## config.mk

```make
export PLATFORM = sky130hd
export DESIGN_NAME = mem_port_arbiter
export DESIGN_NICKNAME = d
export VERILOG_FILES = /design/src/rtl/mem_port_arbiter_pkg.sv /design/src/rtl/mem_arb_watchdog.sv /design/src/rtl/mem_port_arbiter.sv
export SDC_FILE = /design/constraint.sdc
export NUM_CORES = 1
export LEC_CHECK = 0
export CAP_MARGIN = 10
export CORE_ASPECT_RATIO = 0.75
export CORE_MARGIN = 4
export CORE_UTILIZATION = 43
export DETAILED_ROUTE_END_ITERATION = 10
export PLACE_DENSITY_LB_ADDON = 0.08
export SLEW_MARGIN = 10
export SYNTH_ARGS = -nofsm -noshare
export SYNTH_HDL_FRONTEND = slang
export SYNTH_SLANG_ARGS = --single-unit
export TNS_END_PERCENT = 5
```

## constraint.sdc

```tcl
create_clock -name clock -period 1.9 [get_ports clock]
set_input_delay 0.285 -clock clock [delete_from_list [all_inputs] [get_ports clock]]
set_output_delay 0.285 -clock clock [all_outputs]
set_load 0.02 [all_outputs]
```

## src/rtl/mem_port_arbiter_pkg.sv

```systemverilog
// rtl/mem_port_arbiter_pkg.sv - shared types and default constants for the memory port arbiter
package mem_port_arbiter_pkg;

    typedef enum logic [1:0] {
        ST_IDLE = 2'd0,
        ST_BUSY = 2'd1,
        ST_RESP = 2'd2
    } state_e;

    typedef enum logic {
        OWN_I = 1'b0,
        OWN_D = 1'b1
    } owner_e;

    localparam int unsigned DEF_TIMEOUT_CYCLES = 255;
    localparam int unsigned DEF_MAX_D_STREAK   = 4;

endpackage

```

## src/rtl/mem_arb_watchdog.sv

```systemverilog
// rtl/mem_arb_watchdog.sv - counts BUSY cycles and flags the cycle an access must be aborted
module mem_arb_watchdog
    import mem_port_arbiter_pkg::*;
#(
    parameter int unsigned TIMEOUT_CYCLES = DEF_TIMEOUT_CYCLES
) (
    input  logic clock,
    input  logic reset,
    input  logic clear_i,
    input  logic enable_i,
    output logic expired_o
);

    localparam int unsigned CNT_W = $clog2(TIMEOUT_CYCLES + 1);

    logic [CNT_W-1:0] cnt_q;
    logic [CNT_W-1:0] cnt_d;

    // cnt_q holds the number of BUSY cycles already completed, so the
    // TIMEOUT_CYCLES-th BUSY cycle is the one that expires.
    assign expired_o = enable_i && (cnt_q == CNT_W'(TIMEOUT_CYCLES - 1));

    always_comb begin
        cnt_d = cnt_q;
        if (clear_i) begin
            cnt_d = '0;
        end else if (enable_i && !expired_o) begin
            cnt_d = cnt_q + CNT_W'(1);
        end
    end

    always_ff @(posedge clock or negedge reset) begin
        if (!reset) begin
            cnt_q <= '0;
        end else begin
            cnt_q <= cnt_d;
        end
    end

endmodule

```

## src/rtl/mem_port_arbiter.sv

```systemverilog
// rtl/mem_port_arbiter.sv - shares one single-port RAM between fetch and load/store requesters
module mem_port_arbiter
    import mem_port_arbiter_pkg::*;
#(
    parameter int unsigned ADDR_W         = 32,
    parameter int unsigned DATA_W         = 32,
    parameter int unsigned TIMEOUT_CYCLES = DEF_TIMEOUT_CYCLES,
    parameter int unsigned MAX_D_STREAK   = DEF_MAX_D_STREAK
) (
    input  logic                clock,
    input  logic                reset,
    input  logic                i_req,
    input  logic [ADDR_W-1:0]   i_addr,
    output logic                i_ack,
    output logic [DATA_W-1:0]   i_rdata,
    output logic                i_err,
    input  logic                d_req,
    input  logic                d_we,
    input  logic [ADDR_W-1:0]   d_addr,
    input  logic [DATA_W-1:0]   d_wdata,
    input  logic [DATA_W/8-1:0] d_wstrb,
    output logic                d_ack,
    output logic [DATA_W-1:0]   d_rdata,
    output logic                d_err,
    output logic                mem_req,
    output logic                mem_we,
    output logic [ADDR_W-1:0]   mem_addr,
    output logic [DATA_W-1:0]   mem_wdata,
    output logic [DATA_W/8-1:0] mem_wstrb,
    input  logic                mem_ready,
    input  logic [DATA_W-1:0]   mem_rdata,
    output logic                bus_err
);

    localparam int unsigned STRB_W = DATA_W / 8;
    localparam int unsigned STK_W  = $clog2(MAX_D_STREAK + 1);

    state_e              state_q, state_d;
    owner_e              owner_q;
    logic                we_q;
    logic [ADDR_W-1:0]   addr_q;
    logic [DATA_W-1:0]   wdata_q;
    logic [STRB_W-1:0]   wstrb_q;
    logic [DATA_W-1:0]   i_rdata_q;
    logic [DATA_W-1:0]   d_rdata_q;
    logic                err_q;
    logic                bus_err_q;
    logic [STK_W-1:0]    streak_q, streak_d;

    logic                grant_any;
    logic                grant_is_d;
    logic                wd_expired;

    mem_arb_watchdog #(
        .TIMEOUT_CYCLES (TIMEOUT_CYCLES)
    ) u_watchdog (
        .clock     (clock),
        .reset     (reset),
        .clear_i   (state_q != ST_BUSY),
        .enable_i  (state_q == ST_BUSY),
        .expired_o (wd_expired)
    );

    always_comb begin
        grant_any  = i_req | d_req;
        grant_is_d = d_req && !(i_req && (streak_q == STK_W'(MAX_D_STREAK)));
        state_d    = state_q;
        streak_d   = streak_q;
        case (state_q)
            ST_IDLE: begin
                if (grant_any) begin
                    state_d = ST_BUSY;
                    // The streak only measures how long fetch has actually been waiting.
                    if (grant_is_d && i_req) begin
                        if (streak_q != STK_W'(MAX_D_STREAK)) begin
                            streak_d = streak_q + STK_W'(1);
                        end
                    end else begin
                        streak_d = '0;
                    end
                end
            end
            ST_BUSY: begin
                if (mem_ready || wd_expired) begin
                    state_d = ST_RESP;
                end
            end
            ST_RESP: begin
                state_d = ST_IDLE;
            end
            default: begin
                state_d = ST_IDLE;
            end
        endcase
    end

    always_ff @(posedge clock or negedge reset) begin
        if (!reset) begin
            state_q  <= ST_IDLE;
            streak_q <= '0;
        end else begin
            state_q  <= state_d;
            streak_q <= streak_d;
        end
    end

    always_ff @(posedge clock or negedge reset) begin
        if (!reset) begin
            owner_q   <= OWN_I;
            we_q      <= 1'b0;
            addr_q    <= '0;
            wdata_q   <= '0;
            wstrb_q   <= '0;
            i_rdata_q <= '0;
            d_rdata_q <= '0;
            err_q     <= 1'b0;
            bus_err_q <= 1'b0;
        end else begin
            if (state_q == ST_IDLE && grant_any) begin
                if (grant_is_d) begin
                    owner_q <= OWN_D;
                    we_q    <= d_we;
                    addr_q  <= d_addr;
                    wdata_q <= d_wdata;
                    wstrb_q <= d_wstrb;
                end else begin
                    owner_q <= OWN_I;
                    we_q    <= 1'b0;
                    addr_q  <= i_addr;
                    wdata_q <= '0;
                    wstrb_q <= '0;
                end
            end
            // A RAM answer in the expiry cycle still counts as a normal completion.
            if (state_q == ST_BUSY) begin
                if (mem_ready) begin
                    err_q <= 1'b0;
                    if (owner_q == OWN_D) begin
                        d_rdata_q <= mem_rdata;
                    end else begin
                        i_rdata_q <= mem_rdata;
                    end
                end else if (wd_expired) begin
                    err_q     <= 1'b1;
                    bus_err_q <= 1'b1;
                    if (owner_q == OWN_D) begin
                        d_rdata_q <= '0;
                    end else begin
                        i_rdata_q <= '0;
                    end
                end
            end
        end
    end

    assign i_ack     = (state_q == ST_RESP) && (owner_q == OWN_I);
    assign d_ack     = (state_q == ST_RESP) && (owner_q == OWN_D);
    assign i_err     = i_ack && err_q;
    assign d_err     = d_ack && err_q;
    assign i_rdata   = i_rdata_q;
    assign d_rdata   = d_rdata_q;

    assign mem_req   = (state_q == ST_BUSY);
    assign mem_we    = mem_req && we_q;
    assign mem_addr  = addr_q;
    assign mem_wdata = wdata_q;
    assign mem_wstrb = mem_we ? wstrb_q : '0;
    assign bus_err   = bus_err_q;

endmodule

```

Yosys cells after proc, flatten, opt, wreduce, memory -nomap -nowiden
Index checks and enable logic that the tools add are counted.
Widths: inputs -> output; s select.
{"block": "word_totals", "regBits": 149, "wordCells": 72}
{"block": "op_classes", "add_sub_neg": 2, "n_eq_ne": 9, "muxes": 23, "bitwise": 3, "n_reduce_logical": 23}
{"op": "$mux 32", "n": 10}
{"op": "$mux 8", "n": 2}
{"op": "$reduce_and 3->1", "n": 4}
{"op": "$logic_and 1x1->1", "n": 11}
{"op": "$add 8x1->8 const B", "n": 1}
{"op": "$eq 8x8->1 const B", "n": 1}
{"op": "$mux 4", "n": 2}
{"op": "$mux 3", "n": 2}
{"op": "$ne 2x1->1 const B", "n": 3}
{"op": "$mux 1", "n": 4}
{"op": "$mux 2", "n": 2}
{"op": "$pmux 2 s2", "n": 1}
{"op": "$reduce_and 2->1", "n": 2}
{"op": "$reduce_bool 2->1", "n": 2}
{"op": "$add 3x1->3 const B", "n": 1}
{"op": "$eq 3x3->1 const B", "n": 1}
{"op": "$ne 3x3->1 const B", "n": 1}
{"op": "$eq 2x1->1 const B", "n": 1}
{"op": "$eq 2x2->1 const B", "n": 1}
{"op": "$logic_not 1->1", "n": 2}
{"op": "$logic_not 2->1", "n": 1}
{"op": "$ne 2x2->1 const B", "n": 1}
{"op": "$not 1->1", "n": 2}
{"op": "$logic_or 1x1->1", "n": 1}
{"op": "$or 1x1->1", "n": 1}

Logic depth before layout (Yosys ltp)
Gate-level depths: netlist (run 1).
{"block": "logic_depth", "word_depth": 7, "mapped_depth": 8}

Hierarchy
A second synthesis (run 1) with hierarchy kept.
{"block": "unflattened", "cells_unflattened": 535, "area_unflattened_um2": 6726.5}
{"mod": "mem_port_arbiter", "instances": 1, "cells_each": 488, "area_per_inst_um2": 6237.2, "seq_area_each_um2": 3528.4}
{"mod": "mem_arb_watchdog", "instances": 1, "cells_each": 47, "area_per_inst_um2": 489.2, "seq_area_each_um2": 200.2}

Worst setup path before layout (run 1)
No wires, ideal clock.
{"block": "synth_path", "path_type": "flip-flop to flip-flop", "from": "register u_watchdog.cnt_q[0]", "to": "register d_rdata_q[10] (netlist: d_rdata[10])", "setup_time_ps": 118, "arrival_time_ps": 1528, "t_required_ps": 1782, "slack_ps": 254, "stages_incl_launch_ff": 9, "path_buffers": 3, "cell_sequence": "dfrtp_1 > inv_1 > ha_1 > and3_1 > clkbuf_1 > a21oi_1 > buf_2 > buf_2 > a21o_1"}
{"block": "synth_via", "elab_chain_len": 4}
{"element": "from (decl)", "line": "mem_arb_watchdog.sv:16", "source": "logic [CNT_W-1:0] cnt_q;"}
{"element": "from (signal assigned)", "line": "mem_arb_watchdog.sv:36", "source": "cnt_q <= cnt_d;"}
{"element": "$eq 8x8->1", "line": "mem_arb_watchdog.sv:21", "source": "assign expired_o = enable_i && (cnt_q == CNT_W'(TIMEOUT_CYCLES - 1));"}
{"element": "$logic_and 1x1->1", "line": "mem_arb_watchdog.sv:21"}
{"element": "$reduce_bool 2->1 (no source line)"}
{"element": "$reduce_and 3->1 (no source line)"}
{"element": "to (signal assigned)", "line": "mem_port_arbiter.sv:139", "source": "d_rdata_q <= mem_rdata;"}
{"element": "to (decl)", "line": "mem_port_arbiter.sv:45", "source": "logic [DATA_W-1:0] d_rdata_q;"}
No other way between the ends.
A chain may end at the register's enable or synchronous reset.

Worst setup path after layout (run 1)
{"block": "layout_path", "from": "register state_q[0]", "to": "output d_ack"}
{"block": "layout_via", "elab_chain_len": 2}
{"element": "from (decl)", "line": "mem_port_arbiter.sv:38", "source": "state_e state_q, state_d;"}
{"element": "from (signal assigned)", "line": "mem_port_arbiter.sv:102", "source": "state_q <= state_d;"}
{"element": "$eq 2x2->1", "line": "mem_port_arbiter.sv:157", "source": "assign d_ack = (state_q == ST_RESP) && (owner_q == OWN_D);"}
{"element": "$logic_and 1x1->1", "line": "mem_port_arbiter.sv:157"}
{"element": "to (decl)", "line": "mem_port_arbiter.sv:22", "source": "output logic d_ack,"}
No other way between the ends.

==> results.md, run 1 <==
Status:
- The run finished with clean final reports.

Worst setup path:
- The number of buffers and inverters on the critical path is 1.
- Walking the worst path, the cells encountered are and2b_1, and2_1, dlygate4sd2_1.
- On the worst path, the slowest cell contributes a delay of 0.38 ns.
- The largest individual stage delay along the critical path comes from the cell sky130_fd_sc_hd__dfrtp_1.
- STA classifies the critical path endpoint as an output port.
- The startpoint kind of the worst setup timing path is a flip-flop.
- In this run the worst path has a maximum fanout of 3.
- The gate family responsible for the most delay along the worst path is flip-flops.
- The arrival time at the worst endpoint is 1.53 ns.
- For the worst setup path, the data required time is 1.62 ns.
- The setup path with the least slack is of type flip-flop to output port.

GRT:
- The number of global-route vias before repair came to 6,063.
- After global routing the overflow that remains totals 0.
- For this run, global-route usage on met2 was measured as 0.375.
- For this run, global-route usage on met1 was measured as 0.296.
- The number of antenna violations at the first check in global routing was 0.
- The global-route track usage on met3 is 0.0715.
- The peak-usage layer in the global routing report is met2.
- Entering global routing, the biggest net connects 66 pins.
- The global-route wire length before repair is 32,600 um.
- The total global-route track usage is 0.231.

Layout:
- The share of layout cells above drive strength 1 is 0.0874.
- The repair_antennas step left the layout with diodes totalling 0.
- For this run, the post-layout net count is 988.
- The synthesis-to-finish area growth is 54.3%.

Die:
- The number of standard-cell rows in the floorplan is 39.
- The initial utilization of the core area, before any placement, comes to 0.439.
- The vertical die dimension is 116 um.
- The full die area is 0.0177 sq mm.
- The width of the chip is 152 um.
- The I/O pin count is 277.
- The core area is 0.0153 sq mm.

Worst hold path:
- The min-delay analysis places its worst path in the category input pin to async pin.

Timing:
- The relative slew slack is 0.682.
- For the pin with the worst max-slew slack, the measured transition is 0.476 ns.
- Setup repair after global routing left no endpoint under its margin.
- Setup violations remaining at the end of the flow were counted as 0.
- Between clock sinks in the finished design, the worst skew comes to 0.0118 ns.
- Derived from the worst setup path, the maximum achievable clock frequency is 551 MHz.
- The post-route minimum period is 1.82 ns.
- The final hold violation count is 0.
- After layout, the worst setup slack is 0.0847 ns.
- Dividing the final minimum period by the clock period gives 0.955.
- Adding up every negative setup slack in the final design gives 0 ns.
- The final max-slew violation count is 0.

Power:
- The share of power burned in the clock network is 0.190.
- The leakage power summed over all cells is 4.42 nW.
- The maximum ir drop on the vdd rail is 1180 uV.
- Of the total power, registers draw 0.309.
- The combinational share of power is 0.501.
- The internal power is 11.2 mW.
- Of the total power, the share spent switching nets is 0.371.
- The power density normalized to cell area is 1720 mW/mm^2.
- In this run the power spent charging and discharging nets is 6.60 mW.

Synthesis:
- The area share of the largest cell type after synthesis is 0.556.
- In the synthesized netlist, the cells that appear most often are sky130_fd_sc_hd__dfrtp_1 (149), sky130_fd_sc_hd__a22o_1 (101), sky130_fd_sc_hd__a21o_1 (67), sky130_fd_sc_hd__inv_1 (37), sky130_fd_sc_hd__nand3_1 (35).
- The number of nets produced by synthesis is 723.
- After synthesis the cells add up to 0.00670 sq mm.
- A synthesized cell averages 11.5 sq um.
- The number of distinct standard cells referenced by the synthesized netlist is 41.
- In the synthesized netlist the async set-or-reset flop fraction comes to 1.00.
- The number of synthesized flops with an enable pin is 0.
- The leading cell type by number of instances after synthesis is sky130_fd_sc_hd__dfrtp_1.
- The count of warnings emitted by yosys is 0.
- The prevailing post-synth register cell is sky130_fd_sc_hd__dfrtp_1.
- After synthesis the netlist holds a flip-flop and latch count of 149.
- By area the synthesized netlist is led by sky130_fd_sc_hd__dfrtp_1 (56%), sky130_fd_sc_hd__a22o_1 (13%), sky130_fd_sc_hd__a21o_1 (7.5%), sky130_fd_sc_hd__o221ai_1 (4.1%), sky130_fd_sc_hd__nand4_1 (3.2%).
- The gate count after technology mapping is 581.
- Of all cell types, the one taking the most synthesized area is sky130_fd_sc_hd__dfrtp_1.
- The sequential fraction of the synthesis area is 0.556.

Placement:
- The worst slack at placement is 0.0450 ns.
- Input and output buffers added on the ports amount to 276.
- The routability congestion estimate from global placement is 0.804.
- Detailed placement finished with a half-perimeter wire length of 14,000 um.

Clock tree:
- TritonCTS built the clock tree.
- The level count of the clock H-tree is 4.
- The clock passes through at most 2 buffers.
- The insertion delay to the later sink of the worst-skew pair is 0.42 ns.
- The clock sink total is 149.
- The number of buffers created by CTS is 17.
- The cell at the root of the clock tree is sky130_fd_sc_hd__clkbuf_16.
- Clock-pin slew was measured on the worst setup and hold paths at 0.06 ns.

Route:
- The per-cell routed wire length is 19.3 um.
- The final route contains 6,043 vias.
- The routed wire length is 20,600 um.
- The first-pass iteration count of the detailed router is 6.
- For this block, the initial DRC count from the detailed router was 416.
- For this run, design rule violations remaining after detail routing come to 0.
- After detailed routing, the number of vias per cell comes to 5.68.
- The detail route stage leaves a number of antenna-violating nets equal to 0.

Flow run:
- The count of max-cap constraint violations is 0.
## registers in the layout, indices dropped and copies added (netlist names)
register and count:
mem_wdata 32, owner_q 1, streak_q 3, mem_addr 32, i_rdata 32, u_watchdog.cnt_q 8
wstrb_q 4, bus_err 1, state_q 2, we_q 1, err_q 1, d_rdata 32
## per-layer routing
| metal | part of all wire | up-vias |
|---|---|---|
| met5 | 0 | - |
| met4 | 0.019 | 0 |
| met3 | 0.073 | 36 |
| met2 | 0.48 | 253 |
| met1 | 0.43 | 3008 |
| li1 | - | 2746 |
## logic make-up (layout without fill, tap and decap cells)
kind of cell               count (synthesis)  after routing  synth area share
muxes                                      2              2           0.00299
AOI/OAI and AO/OA                        220            220             0.270
adders and majority gates                  4              4           0.00747
buffers and inverters                     97            374            0.0693
and+or+nand+nor                          109            109            0.0935
DFF                                      149            149             0.556
## layout by cell type, fill, tap and decap left out, types with 2 or more instances in the layout
cell type                         synthesis  routed
sky130_fd_sc_hd__bufinv_16                0       3
sky130_fd_sc_hd__clkdlybuf4s50_1          0     265
sky130_fd_sc_hd__inv_1                   37      36
sky130_fd_sc_hd__nand4_1                 34      34
sky130_fd_sc_hd__o21ai_0                  3       3
sky130_fd_sc_hd__mux2i_1                  2       2
sky130_fd_sc_hd__and3_1                   8       8
sky130_fd_sc_hd__a31oi_1                  3       3
sky130_fd_sc_hd__buf_4                    1      20
sky130_fd_sc_hd__clkbuf_16                0      17
sky130_fd_sc_hd__clkinvlp_4               0       3
sky130_fd_sc_hd__nor2_1                   4       3
sky130_fd_sc_hd__nand2_1                  7       7
sky130_fd_sc_hd__buf_2                   23       6
sky130_fd_sc_hd__dfrtp_1                149     149
sky130_fd_sc_hd__ha_1                     4       4
sky130_fd_sc_hd__nand2b_1                 2       2
sky130_fd_sc_hd__a21o_1                  67      67
sky130_fd_sc_hd__clkinv_2                 0       4
sky130_fd_sc_hd__nor3_1                   3       3
sky130_fd_sc_hd__a211oi_1                 3       3
sky130_fd_sc_hd__clkinv_4                 0       2
sky130_fd_sc_hd__o221ai_1                31      31
sky130_fd_sc_hd__a21oi_1                  4       3
sky130_fd_sc_hd__nand3_1                 35      35
sky130_fd_sc_hd__o311ai_0                 2       2
sky130_fd_sc_hd__buf_12                   0      10
sky130_fd_sc_hd__a22o_1                 101     101
sky130_fd_sc_hd__and2_1                   5       5
sky130_fd_sc_hd__dlygate4sd2_1            0       2
## final cells by class
type | count | area, sq um
sequential | 149 | 3730
fill | 1158 | 4930
tap | 205 | 256
multi-input combinational | 335 | 2550
inverter | 37 | 139
clock buffer | 18 | 429
clock inverter | 13 | 159
timing repair buffer | 306 | 3080
## through the flow
| stage | cells | hold WS, ns | util | cell area [sq um] | power, mW |
|---|---|---|---|---|---|
| 6_report | 1063 | 0.367 | 0.677 | 10300 | 17.8 |
| 5_1_grt | 1063 | 0.383 | 0.677 | 10300 | 18.8 |
| 4_1_cts | 1062 | 0.376 | 0.678 | 10300 | 17.9 |
| 3_5_place_dp | 1030 | 0.254 | 0.639 | 9770 | 14.5 |
| 3_3_place_gp | 1030 | 0.242 | 0.639 | 9770 | 14.2 |
| 2_1_floorplan | 581 | -0.0106 | - | 6700 | 10.5 |
## worst paths after layout
kind	from	endpoint	slack (ns)	cells after the start
min in group clock	d_wdata[5]	mem_wdata[5]	0.46	2
min	reset	d_rdata[28]	0.37	2
max in group asynchronous	reset	i_rdata[1]	0.81	3
max reg2reg	state_q[1]	i_rdata[19]	0.21	5
min reg2reg	mem_wdata[10]	mem_wdata[10]	0.50	1
max	state_q[0]	d_ack	0.08	3
## power groups by stage
stage | Combinational [mW] | Clock, mW | Sequential (mW)
floorplan | 3.57 | 0 | 6.88
global placement | 8.80 | 0 | 5.45
detailed placement | 8.97 | 0 | 5.49
CTS | 8.99 | 3.46 | 5.49
global route | 9.53 | 3.63 | 5.68
finish | 8.92 | 3.38 | 5.50
## timing repair
| item | CTS | global route |
|---|---|---|
| setup buffers | 0 | 1 |
| hold buffers | 1 | 0 |
| pin swaps | 0 | 0 |
| endpoints found under the hold margin | 43 | 0 |
| gates resized for setup | 30 | 4 |
| setup endpoints to repair | 10 | 3 |
Note: power is estimated with default switching activity, not from simulation.
==> run 2: changes to the inputs <==
CORE_UTILIZATION = 63   (was 43)
DONT_BUFFER_PORTS = 1   (was unset)
==> results.md, run 2 (synthesis results as in run 1) <==
Layout:
- The antenna diode count is 0 (unchanged).
- Top library cells by usage in the layout, fill and taps aside: sky130_fd_sc_hd__dfrtp_1 (147), sky130_fd_sc_hd__a22o_1 (101), sky130_fd_sc_hd__a21o_1 (67) (was sky130_fd_sc_hd__clkdlybuf4s50_1 (265), sky130_fd_sc_hd__dfrtp_1 (149), sky130_fd_sc_hd__a22o_1 (101)).
- The combined area of the multi-input logic cells came to 0.00255 sq mm (about the same).
- The final layout net count is 734 (was 988).
- The most common cell after layout, fill and taps aside is sky130_fd_sc_hd__dfrtp_1 (was sky130_fd_sc_hd__clkdlybuf4s50_1).
- The synthesis-to-finish area growth is 16.0% (was 54.3%).
- The area taken by flip-flops and latches is 0.00373 sq mm (about the same).
- The share of layout cells above drive strength 1 is 0.112 (was 0.0874).
- The end-of-flow core utilization is 0.753 (was 0.677).
- The filler cell count in the final layout is 679 (was 1,158).
- The finished layout cell area is 0.00778 sq mm (was 0.0103 sq mm).

Timing:
- The setup slack after layout is 0.0703 ns (was 0.0847 ns).
- The aggregate negative setup slack is 0 ns (unchanged).
- The post-route minimum period came to 1.83 ns (was 1.82 ns).
- The final critical-path share of the clock period is 0.963 (was 0.955).
- The relative slew slack is 0.727 (was 0.682).
- The measured slew at the worst slew-check pin is 0.410 ns (was 0.476 ns).
- The worst clock skew is 0.0103 ns (was 0.0118 ns).
- The final max-slew violation count is 0 (unchanged).
- The final hold violation count came to 149 (was 0).
- The number of endpoints failing setup at the final stage came to 0 (unchanged).
- The maximum clock frequency is 547 MHz (was 551 MHz).
- Unrepaired setup endpoints after global routing: no (unchanged).
- The worst hold slack across all endpoints was -0.435 ns (was 0.367 ns).

Worst setup path:
- The launching element of the worst setup path is state_q[0] (unchanged).
- The largest driver fanout on the critical path is 7 (was 3).
- The capture point of the worst path is mem_wstrb[0] (was d_ack).
- The category of the most critical setup path is flip-flop to output port (unchanged).
- The setup slack of the most critical reg-to-reg path is 0.12 ns (was 0.21 ns).
- The end of the worst register-to-register path is i_rdata[9] (was i_rdata[19]).
- The critical path capture point type was an output port (unchanged).
- The startpoint kind of the worst setup timing path is a flip-flop (unchanged).
- The critical path required time is 1.62 ns (about the same).
- The origin of the critical flop-to-flop path was state_q[1] (unchanged).
- The worst reg2reg path depth came to 5 (unchanged).
- The arrival time at the worst endpoint is 1.54 ns (was 1.53 ns).

Die:
- The width of the chip is 127 um (was 152 um).
- The number of standard-cell rows in the floorplan is 32 (was 39).
- The vertical die dimension was 97.3 um (was 116 um).
- The core area is 0.0103 sq mm (was 0.0153 sq mm).
- The full die area is 0.0124 sq mm (was 0.0177 sq mm).
- The starting density of the core is 0.649 (was 0.439).
- The I/O pin count was 277 (unchanged).

Placement:
- The routability congestion estimate from global placement is 0.840 (was 0.804).
- The total cell area at the placement stage is 0.00678 sq mm (was 0.00977 sq mm).
- The worst slack at placement is 0.142 ns (was 0.0450 ns).
- The HPWL reported at the end of detailed placement is 11,600 um (was 14,000 um).
- The total of buffers placed on input and output ports is 0 (was 276).

GRT:
- The global-route wire length before repair is 29,000 um (was 32,600 um).
- The remaining global-route overflow was 0 (unchanged).
- The largest net degree at the start of global routing is 150 (was 66).
- The number of global-route vias before repair is 5,205 (was 6,063).
- The total global-route track usage was 0.295 (was 0.231).
- The number of antenna violations at the first check in global routing came to 0 (unchanged).

Route:
- The routed wire length is 18,000 um (was 20,600 um).
- The vias after detailed routing is 5,117 (was 6,043).
- The first-pass iteration count of the detailed router was 5 (was 6).
- The mean number of vias per cell was 6.91 (was 5.68).
- The number of design-rule violations left by the first detailed-router iteration came to 439 (was 416).
- The antenna violation net count after detailed routing was 0 (unchanged).
- The remaining design rule violation count was 0 (unchanged).
- The per-cell routed wire length is 24.3 um (was 19.3 um).

Power:
- The leakage power summed over all cells is 3.40 nW (was 4.42 nW).
- The total power consumption of the routed design came to 15.4 mW (was 17.8 mW).
- The maximum ir drop on the vdd rail was 1070 uV (was 1180 uV).
- The power density normalized to cell area is 1980 mW/mm^2 (was 1720 mW/mm^2).

Clock tree:
- The insertion delay to the later sink of the worst-skew pair is 0.41 ns (was 0.42 ns).
- The level count of the clock H-tree came to 4 (unchanged).
- The number of buffers created by CTS came to 17 (unchanged).
- The cell at the root of the clock tree is sky130_fd_sc_hd__clkbuf_16 (unchanged).
- The CTS tree is built (unchanged).
- The maximum clock path buffer count is 2 (unchanged).
- The clock transition at the registers of the reported paths is 0.06 ns (about the same).
- The quantity of hold-fixing buffers added after cts came to 29 (was 1).
- The clock sink total came to 149 (unchanged).

Flow run:
- The count of max-cap constraint violations came to 0 (unchanged).

Worst hold path:
- The path category of the worst min-delay check is input pin to async pin (unchanged).

Status:
- The final reports fail on negative hold slack.
- Status: finished with violations (was finished, final reports clean).
run 2: cell types whose count changed in the layout (fill, tap and decap cells not counted), moves of 3 or more:
| cell | delta |
|---|---|
| sky130_fd_sc_hd__dlygate4sd3_1 | +28 |
| sky130_fd_sc_hd__clkdlybuf4s50_1 | -265 |
| sky130_fd_sc_hd__clkinv_2 | -3 |
| sky130_fd_sc_hd__buf_12 | -6 |
| sky130_fd_sc_hd__buf_4 | -3 |
| sky130_fd_sc_hd__buf_2 | -6 |
run 2: worst max-delay path, stage by stage (launching register included):
cell                      delay, ns
sky130_fd_sc_hd__dfrtp_2       0.43
sky130_fd_sc_hd__or2b_4        0.29
sky130_fd_sc_hd__inv_2         0.11
sky130_fd_sc_hd__and3_1        0.16
sky130_fd_sc_hd__buf_4         0.15
run 2: area by class of cell:
cell class                 instances  share of cell area
tap                              136              0.0219
inverter                          37              0.0179
multi-input combinational        335               0.328
clock inverter                    14              0.0290
clock buffer                      18              0.0565
timing repair buffer              52              0.0669
sequential                       149               0.480
run 2: power by group:
part | internal [mW] | leakage (nW) | switching, mW
Sequential | 4.52 | 1.71 | 2.79
Clock | 2.39 | 0.319 | 1.34
Combinational | 2.28 | 1.37 | 2.06
run 2: repair_timing:
action | 4_1_cts | 5_1_grt
gates resized for setup | 7 | 3
pin swaps | 0 | 0
buffers inserted | 2 | 1
endpoints found under the hold margin | 178 | 149
setup endpoints to repair | 7 | 25
gates cloned | 0 | 0
run 2: worst min-delay path by stage:
stage                         to  slack [ns]  cells past startpoint
finish                d_rdata[3]       -0.44                      0
global route          d_rdata[3]       -0.46                      0
CTS                 mem_addr[17]       -0.45                      0
detailed placement    i_rdata[9]      -0.007                      0
global placement      i_rdata[9]      -0.007                      0
floorplan                bus_err       -0.01                      0
run 2: routing by layer:
layer,part of all wire,track usage,vias up
li1,-,-,2236
met1,0.38,0.370,2589
met2,0.51,0.474,261
met3,0.098,0.109,31
met4,0.018,0.0998,0
met5,0,0,-
run 2: per-stage QoR:
step | instances | hold WS, ns
2_1_floorplan | 581 | -0.0106
3_5_place_dp | 677 | -0.00717
5_1_grt | 741 | -0.455
4_1_cts | 740 | -0.451
6_report | 741 | -0.435
3_3_place_gp | 677 | -0.00699
==> run 3: changes to the inputs <==
ABC_CLOCK_PERIOD_IN_PS = 1840   (was unset)
clock period = 1.84 ns   (was 1.9 ns; I/O delays follow)
==> results.md, run 3 (synthesis results as in run 1) <==
Placement:
- The routability congestion estimate from global placement is 0.858 (was 0.840).
- The worst slack at placement was 0.208 ns (was 0.142 ns).
- The HPWL reported at the end of detailed placement is 11,500 um (was 11,600 um).
- The total of buffers placed on input and output ports came to 0 (unchanged).

Timing:
- The measured slew at the worst slew-check pin is 0.440 ns (was 0.410 ns).
- The final hold violation count was 149 (unchanged).
- For this run, the top clock speed supported by timing is 551 MHz.
- The relative slew slack is 0.707 (was 0.727).
- The setup slack after layout was 0.0251 ns (was 0.0703 ns).
- The final critical-path share of the clock period is 0.986.
- The post-route minimum period is 1.81 ns.
- Unrepaired setup endpoints after global routing: yes (was no).
- The aggregate negative setup slack is 0 ns (unchanged).
- The worst clock skew is 0.0113 ns (was 0.0103 ns).
- The worst hold slack across all endpoints was -0.442 ns (was -0.435 ns).
- The number of endpoints failing setup at the final stage is 0 (unchanged).
- The final max-slew violation count is 0 (unchanged).

Clock tree:
- The cell at the root of the clock tree is sky130_fd_sc_hd__clkbuf_16 (unchanged).
- The insertion delay to the later sink of the worst-skew pair is 0.41 ns (about the same).
- The number of buffers created by CTS is 17 (unchanged).
- The clock transition at the registers of the reported paths came to 0.06 ns (about the same).
- The clock sink total is 149 (unchanged).
- The level count of the clock H-tree is 4 (unchanged).
- The CTS tree is built (unchanged).
- The maximum clock path buffer count is 2 (unchanged).

Route:
- The number of design-rule violations left by the first detailed-router iteration was 384 (was 439).
- The antenna violation net count after detailed routing came to 0 (unchanged).
- The per-cell routed wire length is 24.3 um (about the same).
- The vias after detailed routing is 5,124 (was 5,117).
- The routed wire length is 18,300 um (was 18,000 um).
- The mean number of vias per cell is 6.82 (was 6.91).
- The remaining design rule violation count is 0 (unchanged).
- The first-pass iteration count of the detailed router is 4 (was 5).

Worst setup path:
- The highest cell delay on the worst timing path is 0.43 ns (about the same).
- The startpoint kind of the worst setup timing path is a flip-flop (unchanged).
- The largest driver fanout on the critical path was 8 (was 7).
- The worst reg2reg path depth is 5 (unchanged).
- The slowest stage cell on the critical path is sky130_fd_sc_hd__dfrtp_2 (unchanged).
- The arrival time at the worst endpoint is 1.54 ns (about the same).
- The critical path required time is 1.56 ns (was 1.62 ns).
- The category of the most critical setup path is flip-flop to output port (unchanged).
- Cell-by-cell trace of the critical path: or2b_1, inv_2, and3_4, buf_6 (was or2b_4, inv_2, and3_1, buf_4).
- The origin of the critical flop-to-flop path is state_q[1] (unchanged).
- The setup slack of the most critical reg-to-reg path is 0.12 ns (about the same).
- The critical path capture point type is an output port (unchanged).
- The end of the worst register-to-register path is i_rdata[27] (was i_rdata[9]).

Layout:
- The synthesis-to-finish area growth is 15.8% (was 16.0%).
- The share of layout cells above drive strength 1 is 0.111 (was 0.112).
- Top library cells by usage in the layout, fill and taps aside: sky130_fd_sc_hd__dfrtp_1 (147), sky130_fd_sc_hd__a22o_1 (101), sky130_fd_sc_hd__a21o_1 (67) (unchanged).
- The final layout net count is 744 (was 734).
- The most common cell after layout, fill and taps aside is sky130_fd_sc_hd__dfrtp_1 (unchanged).
- The filler cell count in the final layout is 673 (was 679).
- The antenna diode count was 0 (unchanged).
- The end-of-flow core utilization is 0.752 (was 0.753).

Die:
- The vertical die dimension is 97.3 um (unchanged).
- The starting density of the core came to 0.649 (unchanged).
- The full die area is 0.0124 sq mm (unchanged).
- The number of standard-cell rows in the floorplan came to 32 (unchanged).
- The core area was 0.0103 sq mm (unchanged).
- The I/O pin count is 277 (unchanged).
- The width of the chip is 127 um (unchanged).

GRT:
- The remaining global-route overflow came to 0 (unchanged).
- The total global-route track usage came to 0.294 (was 0.295).
- The number of antenna violations at the first check in global routing came to 0 (unchanged).
- The largest net degree at the start of global routing is 150 (unchanged).
- The global-route wire length before repair is 29,000 um (about the same).
- The number of global-route vias before repair came to 5,196 (was 5,205).

Power:
- The total power consumption of the routed design came to 15.3 mW (was 15.4 mW).
- The power density normalized to cell area was 1970 mW/mm^2 (was 1980 mW/mm^2).
- The leakage power summed over all cells is 3.39 nW (was 3.40 nW).
- The maximum ir drop on the vdd rail is 1150 uV (was 1070 uV).

Status:
- Status: finished with violations (unchanged).
- Violated checks: negative hold slack (unchanged).

Flow run:
- The count of max-cap constraint violations is 0 (unchanged).

Worst hold path:
- The path category of the worst min-delay check is input pin to async pin (unchanged).
==> run 3: worst max-delay path, delay by kind of cell (launching register included) <==
kind	cells	cell delay, ns
buffers and inverters	2	0.24
flip-flops	1	0.43
AND/OR/NAND/NOR	2	0.46
==> run 3: worst max-delay path by stage <==
| stage | cells past startpoint | startpoint | slack [ns] | endpoint |
|---|---|---|---|---|
| 2_1_floorplan | 8 | u_watchdog.cnt_q[0] | 0.19 | d_rdata[10] |
| 4_1_cts | 4 | state_q[0] | 0.0007 | mem_wstrb[0] |
| 3_5_place_dp | 6 | u_watchdog.cnt_q[0] | 0.21 | i_rdata[28] |
| 6_report | 4 | state_q[1] | 0.03 | mem_wstrb[0] |
| 3_3_place_gp | 6 | streak_q[0] | 0.26 | mem_wdata[30] |
| 5_1_grt | 4 | state_q[1] | -0.01 | mem_wstrb[0] |
==> run 3: area by class of cell <==
class / instances / area, sq um / share of cell area
Multi-Input combinational cell: 335 / 2550 / 0.329
Timing Repair Buffer: 62 / 624 / 0.0804
Clock inverter: 10 / 72.6 / 0.00935
Clock buffer: 22 / 474 / 0.0611
Tap cell: 136 / 170 / 0.0219
Inverter: 37 / 139 / 0.0179
Sequential cell: 149 / 3730 / 0.481
==> run 3: repair_timing <==
action,CTS,global route
hold buffers,36,1
setup buffers,1,3
pin swaps,0,0
hold endpoints to repair,185,150
cloned,0,0
endpoints found under the setup margin,7,6
resized for setup,8,1
==> run 3: per-layer routing <==
layer,wire (um),track usage,up-vias
met5,0,0,-
met4,346,0.108,0
met3,1910,0.0951,27
met2,9170,0.476,278
met1,6860,0.372,2557
li1,-,-,2262
==> run 3: report_power, final <==
| part | leakage (nW) | total (mW) | internal, mW | switching, mW |
|---|---|---|---|---|
| logic | 1.41 | 4.56 | 2.40 | 2.16 |
| registers | 1.71 | 7.54 | 4.66 | 2.88 |
| clock network | 0.263 | 3.20 | 1.84 | 1.36 |
| total | 3.39 | 15.3 | 8.90 | 6.40 |
==> run 3: through the flow <==
step                cell area (sq um)  cells
global placement                 6800    678
global route                     7760    751
detailed placement               6800    678
floorplan                        6700    581
finish                           7760    751
CTS                              7730    747
